==> config.mk <==
export PLATFORM = sky130hd
export DESIGN_NAME = ft64_regwb_sched_flat
export DESIGN_NICKNAME = d
export VERILOG_FILES = /design/src/rtl/ft64_regwb_sched_if.sv /design/src/rtl/ft64_regwb_sched.sv /design/src/flat_wrapper.sv
export SDC_FILE = /design/constraint.sdc
export NUM_CORES = 2
export LEC_CHECK = 0
export BUFFER_PORTS_ARGS = -buffer_cell sky130_fd_sc_hd__buf_2
export CAP_MARGIN = 10
export CELL_PAD_IN_SITES_DETAIL_PLACEMENT = 1
export CELL_PAD_IN_SITES_GLOBAL_PLACEMENT = 1
export CORE_MARGIN = 3
export CORE_UTILIZATION = 45
export CTS_CLUSTER_DIAMETER = 40
export DETAILED_ROUTE_END_ITERATION = 10
export HOLD_SLACK_MARGIN = 0.12
export PLACE_DENSITY_LB_ADDON = 0.1
export SLEW_MARGIN = 40
export SYNTH_ARGS = -nofsm -noshare
export SYNTH_HDL_FRONTEND = slang
export SYNTH_SLANG_ARGS = --single-unit
==> constraint.sdc <==
create_clock -name clk -period 19.5 [get_ports clk]
set_input_delay 0.975 -clock clk [delete_from_list [all_inputs] [get_ports clk]]
set_output_delay 0.975 -clock clk [all_outputs]
set_load 0.02 [all_outputs]
==> src/rtl/ft64_regwb_sched_if.sv <==
// Result-producer / register-file write bundle for the writeback scheduler.
// The scheduler takes the slave side; producers and the register file the master side.
interface ft64_regwb_sched_if #(
    parameter int WID   = 64,
    parameter int RBIT  = 11,
    parameter int DEPTH = 8
);
    localparam int CW = $clog2(DEPTH) + 1;

    logic [3:0]     in_v;
    logic [3:0]     in_rdy;
    logic [RBIT:0]  in_a0, in_a1, in_a2, in_a3;
    logic [WID-1:0] in_d0, in_d1, in_d2, in_d3;
    logic           hold;
    logic           wr0, wr1, wr2;
    logic [RBIT:0]  wa0, wa1, wa2;
    logic [WID-1:0] i0, i1, i2;
    logic [CW-1:0]  count;
    logic           busy;

    modport master (
        output in_v, in_a0, in_a1, in_a2, in_a3, in_d0, in_d1, in_d2, in_d3, hold,
        input  in_rdy, wr0, wr1, wr2, wa0, wa1, wa2, i0, i1, i2, count, busy
    );

    modport slave (
        input  in_v, in_a0, in_a1, in_a2, in_a3, in_d0, in_d1, in_d2, in_d3, hold,
        output in_rdy, wr0, wr1, wr2, wa0, wa1, wa2, i0, i1, i2, count, busy
    );
endinterface

==> src/rtl/ft64_regwb_sched.sv <==
// Writeback scheduler: queues up to four results per cycle and drains up to three
// per cycle, oldest first, onto the register-file write ports.
module ft64_regwb_sched #(
    parameter int WID   = 64,
    parameter int RBIT  = 11,
    parameter int DEPTH = 8
) (
    input logic clk,
    input logic rst_n,
    ft64_regwb_sched_if.slave bus
);
    localparam int AW = $clog2(DEPTH);
    localparam int CW = AW + 1;

    typedef logic [AW-1:0] ptr_t;

    logic [RBIT:0]  mem_a [DEPTH];
    logic [WID-1:0] mem_d [DEPTH];

    ptr_t          head, tail;
    logic [CW-1:0] count_q;
    logic [CW-1:0] free;
    logic [3:0]    rdy;
    logic [3:0]    take;
    logic [2:0]    stored;
    logic [1:0]    n;
    ptr_t          slot [4];
    logic [RBIT:0]  a_in [4];
    logic [WID-1:0] d_in [4];

    always_comb begin
        a_in[0] = bus.in_a0;
        a_in[1] = bus.in_a1;
        a_in[2] = bus.in_a2;
        a_in[3] = bus.in_a3;
        d_in[0] = bus.in_d0;
        d_in[1] = bus.in_d1;
        d_in[2] = bus.in_d2;
        d_in[3] = bus.in_d3;
    end

    // Accepted address-0 results are dropped, so later producers slide down into their slot.
    always_comb begin
        free   = CW'(DEPTH) - count_q;
        rdy    = '0;
        take   = '0;
        stored = '0;
        for (int unsigned k = 0; k < 4; k++) begin
            rdy[k]  = rst_n && (free >= CW'(k + 1));
            take[k] = bus.in_v[k] && rdy[k] && (a_in[k] != '0);
            slot[k] = tail + ptr_t'(stored);
            if (take[k])
                stored = stored + 3'd1;
        end
    end

    always_comb begin
        if (bus.hold)
            n = 2'd0;
        else if (count_q >= CW'(3))
            n = 2'd3;
        else
            n = count_q[1:0];
    end

    always_ff @(posedge clk) begin
        if (!rst_n) begin
            head    <= '0;
            tail    <= '0;
            count_q <= '0;
        end else begin
            head    <= head + ptr_t'(n);
            tail    <= tail + ptr_t'(stored);
            count_q <= count_q + CW'(stored) - CW'(n);
        end
    end

    always_ff @(posedge clk) begin
        for (int unsigned k = 0; k < 4; k++) begin
            if (take[k]) begin
                mem_a[slot[k]] <= a_in[k];
                mem_d[slot[k]] <= d_in[k];
            end
        end
    end

    assign bus.in_rdy = rdy;
    assign bus.count  = count_q;
    assign bus.busy   = (count_q != '0);
    assign bus.wr0    = (n != 2'd0);
    assign bus.wr1    = (n >= 2'd2);
    assign bus.wr2    = (n == 2'd3);
    assign bus.wa0    = mem_a[head];
    assign bus.wa1    = mem_a[head + ptr_t'(1)];
    assign bus.wa2    = mem_a[head + ptr_t'(2)];
    assign bus.i0     = mem_d[head];
    assign bus.i1     = mem_d[head + ptr_t'(1)];
    assign bus.i2     = mem_d[head + ptr_t'(2)];
endmodule

==> src/flat_wrapper.sv <==
// flat-port wrapper written by rule: the top's interface ports become plain ports
module ft64_regwb_sched_flat 
#(
    parameter int WID   = 64,
    parameter int RBIT  = 11,
    parameter int DEPTH = 8
)
  (clk, rst_n, bus_in_v, bus_in_a0, bus_in_a1, bus_in_a2, bus_in_a3, bus_in_d0, bus_in_d1, bus_in_d2, bus_in_d3, bus_hold, bus_in_rdy, bus_wr0, bus_wr1, bus_wr2, bus_wa0, bus_wa1, bus_wa2, bus_i0, bus_i1, bus_i2, bus_count, bus_busy);
  ft64_regwb_sched_if #(.WID(WID), .RBIT(RBIT), .DEPTH(DEPTH)) bus_i ();
  input logic clk;
  input logic rst_n;
  input wire logic [$bits(bus_i.in_v)-1:0] bus_in_v;
  input wire logic [$bits(bus_i.in_a0)-1:0] bus_in_a0;
  input wire logic [$bits(bus_i.in_a1)-1:0] bus_in_a1;
  input wire logic [$bits(bus_i.in_a2)-1:0] bus_in_a2;
  input wire logic [$bits(bus_i.in_a3)-1:0] bus_in_a3;
  input wire logic [$bits(bus_i.in_d0)-1:0] bus_in_d0;
  input wire logic [$bits(bus_i.in_d1)-1:0] bus_in_d1;
  input wire logic [$bits(bus_i.in_d2)-1:0] bus_in_d2;
  input wire logic [$bits(bus_i.in_d3)-1:0] bus_in_d3;
  input wire logic [$bits(bus_i.hold)-1:0] bus_hold;
  output wire logic [$bits(bus_i.in_rdy)-1:0] bus_in_rdy;
  output wire logic [$bits(bus_i.wr0)-1:0] bus_wr0;
  output wire logic [$bits(bus_i.wr1)-1:0] bus_wr1;
  output wire logic [$bits(bus_i.wr2)-1:0] bus_wr2;
  output wire logic [$bits(bus_i.wa0)-1:0] bus_wa0;
  output wire logic [$bits(bus_i.wa1)-1:0] bus_wa1;
  output wire logic [$bits(bus_i.wa2)-1:0] bus_wa2;
  output wire logic [$bits(bus_i.i0)-1:0] bus_i0;
  output wire logic [$bits(bus_i.i1)-1:0] bus_i1;
  output wire logic [$bits(bus_i.i2)-1:0] bus_i2;
  output wire logic [$bits(bus_i.count)-1:0] bus_count;
  output wire logic [$bits(bus_i.busy)-1:0] bus_busy;
  assign bus_i.in_v = bus_in_v;
  assign bus_i.in_a0 = bus_in_a0;
  assign bus_i.in_a1 = bus_in_a1;
  assign bus_i.in_a2 = bus_in_a2;
  assign bus_i.in_a3 = bus_in_a3;
  assign bus_i.in_d0 = bus_in_d0;
  assign bus_i.in_d1 = bus_in_d1;
  assign bus_i.in_d2 = bus_in_d2;
  assign bus_i.in_d3 = bus_in_d3;
  assign bus_i.hold = bus_hold;
  assign bus_in_rdy = bus_i.in_rdy;
  assign bus_wr0 = bus_i.wr0;
  assign bus_wr1 = bus_i.wr1;
  assign bus_wr2 = bus_i.wr2;
  assign bus_wa0 = bus_i.wa0;
  assign bus_wa1 = bus_i.wa1;
  assign bus_wa2 = bus_i.wa2;
  assign bus_i0 = bus_i.i0;
  assign bus_i1 = bus_i.i1;
  assign bus_i2 = bus_i.i2;
  assign bus_count = bus_i.count;
  assign bus_busy = bus_i.busy;
  ft64_regwb_sched #(.WID(WID), .RBIT(RBIT), .DEPTH(DEPTH)) u_core (.clk(clk), .rst_n(rst_n), .bus(bus_i));
endmodule
==> flow_summary.toml <==
[placed_design]
gp_congestion = 0.871
portBuffers = 550
dp_hpwl_mm = 162
placedCellCount = 6332
place_ws_ns = 11.48

[timing]
hold_viol = 0
post-route-period-util = 0.395
slew-limit-headroom = 0.354
grt_setup_unrepaired = "false"
skew_ns = 0.0194
fin_ws_ns = 11.79
worst_slew_pin_slew_ns = 0.969
fmax_ghz = 0.130
setup_viol = 0
slew_violations = 0
period_minus_slack_ns = 7.71
timing.setup.tns_ns = 0

[floorplan]
die_w_microns = 350
dieHeight_microns = 350
num_rows = 125
initial_utilization = 0.456
coreArea_sq_um = 117000
ios = 551
dieArea_sq_um = 123000

[clock_tree]
clk_pin_slew_worst_paths_ns = 0.05
cts_setup_buffers = 0
htree_levels = 4
root_buffer = "clkbuf_16"
numClockSinks = 618
worst_skew_pair.late_latency_ns = 0.76
clockBufferDepth = 3
cts_made_buffers = 140
ctsHoldBuffers = 0
cts_tree = "done"
cts-resized-gates = 0

[yosys]
synth_edf_count = 608
syn_inst = 5031
yosys.cell_types.count = 53
ys_async_sr_fraction = 0
synth.avg_cell_area_sq_um = 10.6
yosysSeqAreaShare = 0.346
netlist_area_sq_um = 53300
synth_warnings = 0
synth_nets = 5367
synth_top_area_cell = "edfxtp_1"
netlist.area_leader.share = 0.342
synth_ff_type = "edfxtp_1"
ys_ff_latch = 618
yosys-top-cells-area = "edfxtp_1 34%, mux4_2 13%, a221oi_1 10%, mux2_2 8.0%, o31ai_1 6.4%"

[setup_path]
reg2reg_from = "u_core.bus.count[0]"
slowest_stage = "buf_4"
r2r-end = "u_core.mem_d[3][53]"
critPathRequiredTime_ns = 19.85
r2r_slack_ns = 11.79
cp.arrival_ns = 8.06
cp-end-kind = "flip-flop"
cp_common_cell = "ha_1"
crit_type = "flip-flop to flip-flop"
cp_top_family = "buffers and inverters"
critPathLaunchType = "flip-flop"
critPathLaunch = "u_core.bus.count[0]"
reg2reg_depth = 17
path_cells = "inv_1, ha_1, or3b_1, o21ai_2, nor2_1, and3_1, ha_1, xnor2_1, ha_1, fa_1, nand2_1, nor4_2, buf_4, buf_6, nand3_1, nand3_4, buf_4"
crit_end = "u_core.mem_d[3][53]"
slowest_delay_ns = 0.77
cp_max_fo = 56
worst-path-buf-inv = 4
cp_num_cells = 17

[pwr]
powerDensity_nw_per_um2 = 177
p_leak_uw = 0.0197
ir_drop_mv = 0.208

[routing]
vias_per_cell = 8.34
post_drt_wl_per_cell_microns = 42.7
wl_mm = 283
drc = 0
ant_nets = 0
drt_iter0_drc = 8774
vias = 55200
first_pass_iters = 5

[grt]
grt_pass1_wl_mm = 401
antenna_found_initial = 40
grt_pass1_vias = 56000
grt_max_degree = 165
track_usage = 0.447
grt_overflow = 0

[job]
cap_violations = 0

[layout]
area_growth_pct = 14.3
layout-drive-gt1-share = 0.358
fin_cells = 6621
final_common_cell = "nor2_1"
fill_cells = 12200
mostFrequentLayoutCells = "620 x nor2_1, 608 x a221oi_1, 608 x edfxtp_1"
finalNetCount = 5293

[hold_path]
hold_class = "input port to flip-flop"

[outcome]
status = "finished, final reports clean"
worst reg2reg max path, cell delays in order (launching register included):
cell and delay (ns):
dfxtp_1 0.51, inv_1 0.15, ha_1 0.27, or3b_1 0.47, o21ai_2 0.65, nor2_1 0.15, and3_1 0.24, ha_1 0.35
xnor2_1 0.20, ha_1 0.22, fa_1 0.58, nand2_1 0.09, nor4_2 0.25, buf_4 0.74, buf_6 0.60, nand3_1 0.29
nand3_4 0.65, buf_4 0.79
synthesized netlist by cell type (6+ instances only):
cell / number
a21oi_1: 9
a221oi_1: 608
and2_1: 80
and3_1: 88
and4_1: 8
buf_1: 151
buf_2: 165
buf_4: 12
buf_6: 22
clkbuf_1: 495
clkbuf_2: 62
dfxtp_1: 10
edfxtp_1: 608
fa_1: 6
ha_1: 19
inv_1: 22
mux2_2: 381
mux4_2: 304
nand2_1: 9
nand3_1: 16
nand4_1: 318
nor2_1: 621
nor3_1: 18
nor4_1: 15
o211ai_1: 304
o31ai_1: 452
o31ai_2: 158
xnor2_1: 8
xor2_1: 7
area by class of cell:
cell class | count | area (sq um) | share of cell area
clock inverters | 78 | 955 | 0.0157
repair buffers | 691 | 4350 | 0.0714
diodes | 30 | 75.1 | 0.00123
well taps | 1524 | 1910 | 0.0313
clock buffers | 174 | 3850 | 0.0632
multi-input cells | 3483 | 31200 | 0.513
inverters | 23 | 93.8 | 0.00154
flip-flops and latches | 618 | 18500 | 0.303
state kept, by name, summed over array words and instances (netlist names):
register / cells
u_core.tail: 3
u_core.bus.count: 4
u_core.head: 3
u_core.mem_a: 96
u_core.mem_d: 512
how the worst min path moves through the flow:
stage                     slack (ns)             end  cells after the start      startpoint
after floorplan                 0.58  u_core.head[0]                      2  u_core.head[0]
after global placement          0.80  u_core.head[2]                      2  u_core.head[2]
after detailed placement        0.83  u_core.head[2]                      2  u_core.head[2]
after CTS                       0.55  u_core.tail[2]                      3           rst_n
after global routing            0.58  u_core.head[0]                      2           rst_n
final                           0.59  u_core.tail[2]                      3           rst_n
per-stage QoR:
| stage | utilization | area, sq um | hold slack (ns) | total power, uW |
|---|---|---|---|---|
| after floorplan | - | 53300 | 0.584 | 5990 |
| final | 0.522 | 60900 | 0.586 | 10800 |
| after global placement | 0.474 | 55400 | 0.796 | 7910 |
| after CTS | 0.519 | 60700 | 0.551 | 10600 |
| after global routing | 0.521 | 60900 | 0.580 | 11000 |
| after detailed placement | 0.478 | 55900 | 0.827 | 8060 |
layer usage:
metal | track usage | vias up | share of wire
met2 | 0.663 | 5169 | 0.44
met3 | 0.155 | 1259 | 0.15
met4 | 0.275 | 20 | 0.063
met1 | 0.558 | 28100 | 0.36
li1 | - | 20700 | -
met5 | 0 | - | 0.00046
power breakdown:
| group | internal (uW) | total (uW) | switching [uW] |
|---|---|---|---|
| sequential | 1980 | 2200 | 220 |
| clock | 1640 | 2480 | 839 |
| combinational | 2200 | 6080 | 3880 |
| total | 5830 | 10800 | 4940 |
cells by family after synthesis:
group / after synthesis / share of synthesized area
multiplexers: 687 / 0.209
flip-flops: 618 / 0.346
adder cells (fa/ha/maj): 25 / 0.00671
buffers and inverters: 930 / 0.0747
AND/OR/NAND/NOR: 1206 / 0.113
AO/OA/AOI/OAI: 1550 / 0.247
XOR/XNOR: 15 / 0.00246
Power figures use the tool's default switching activity.
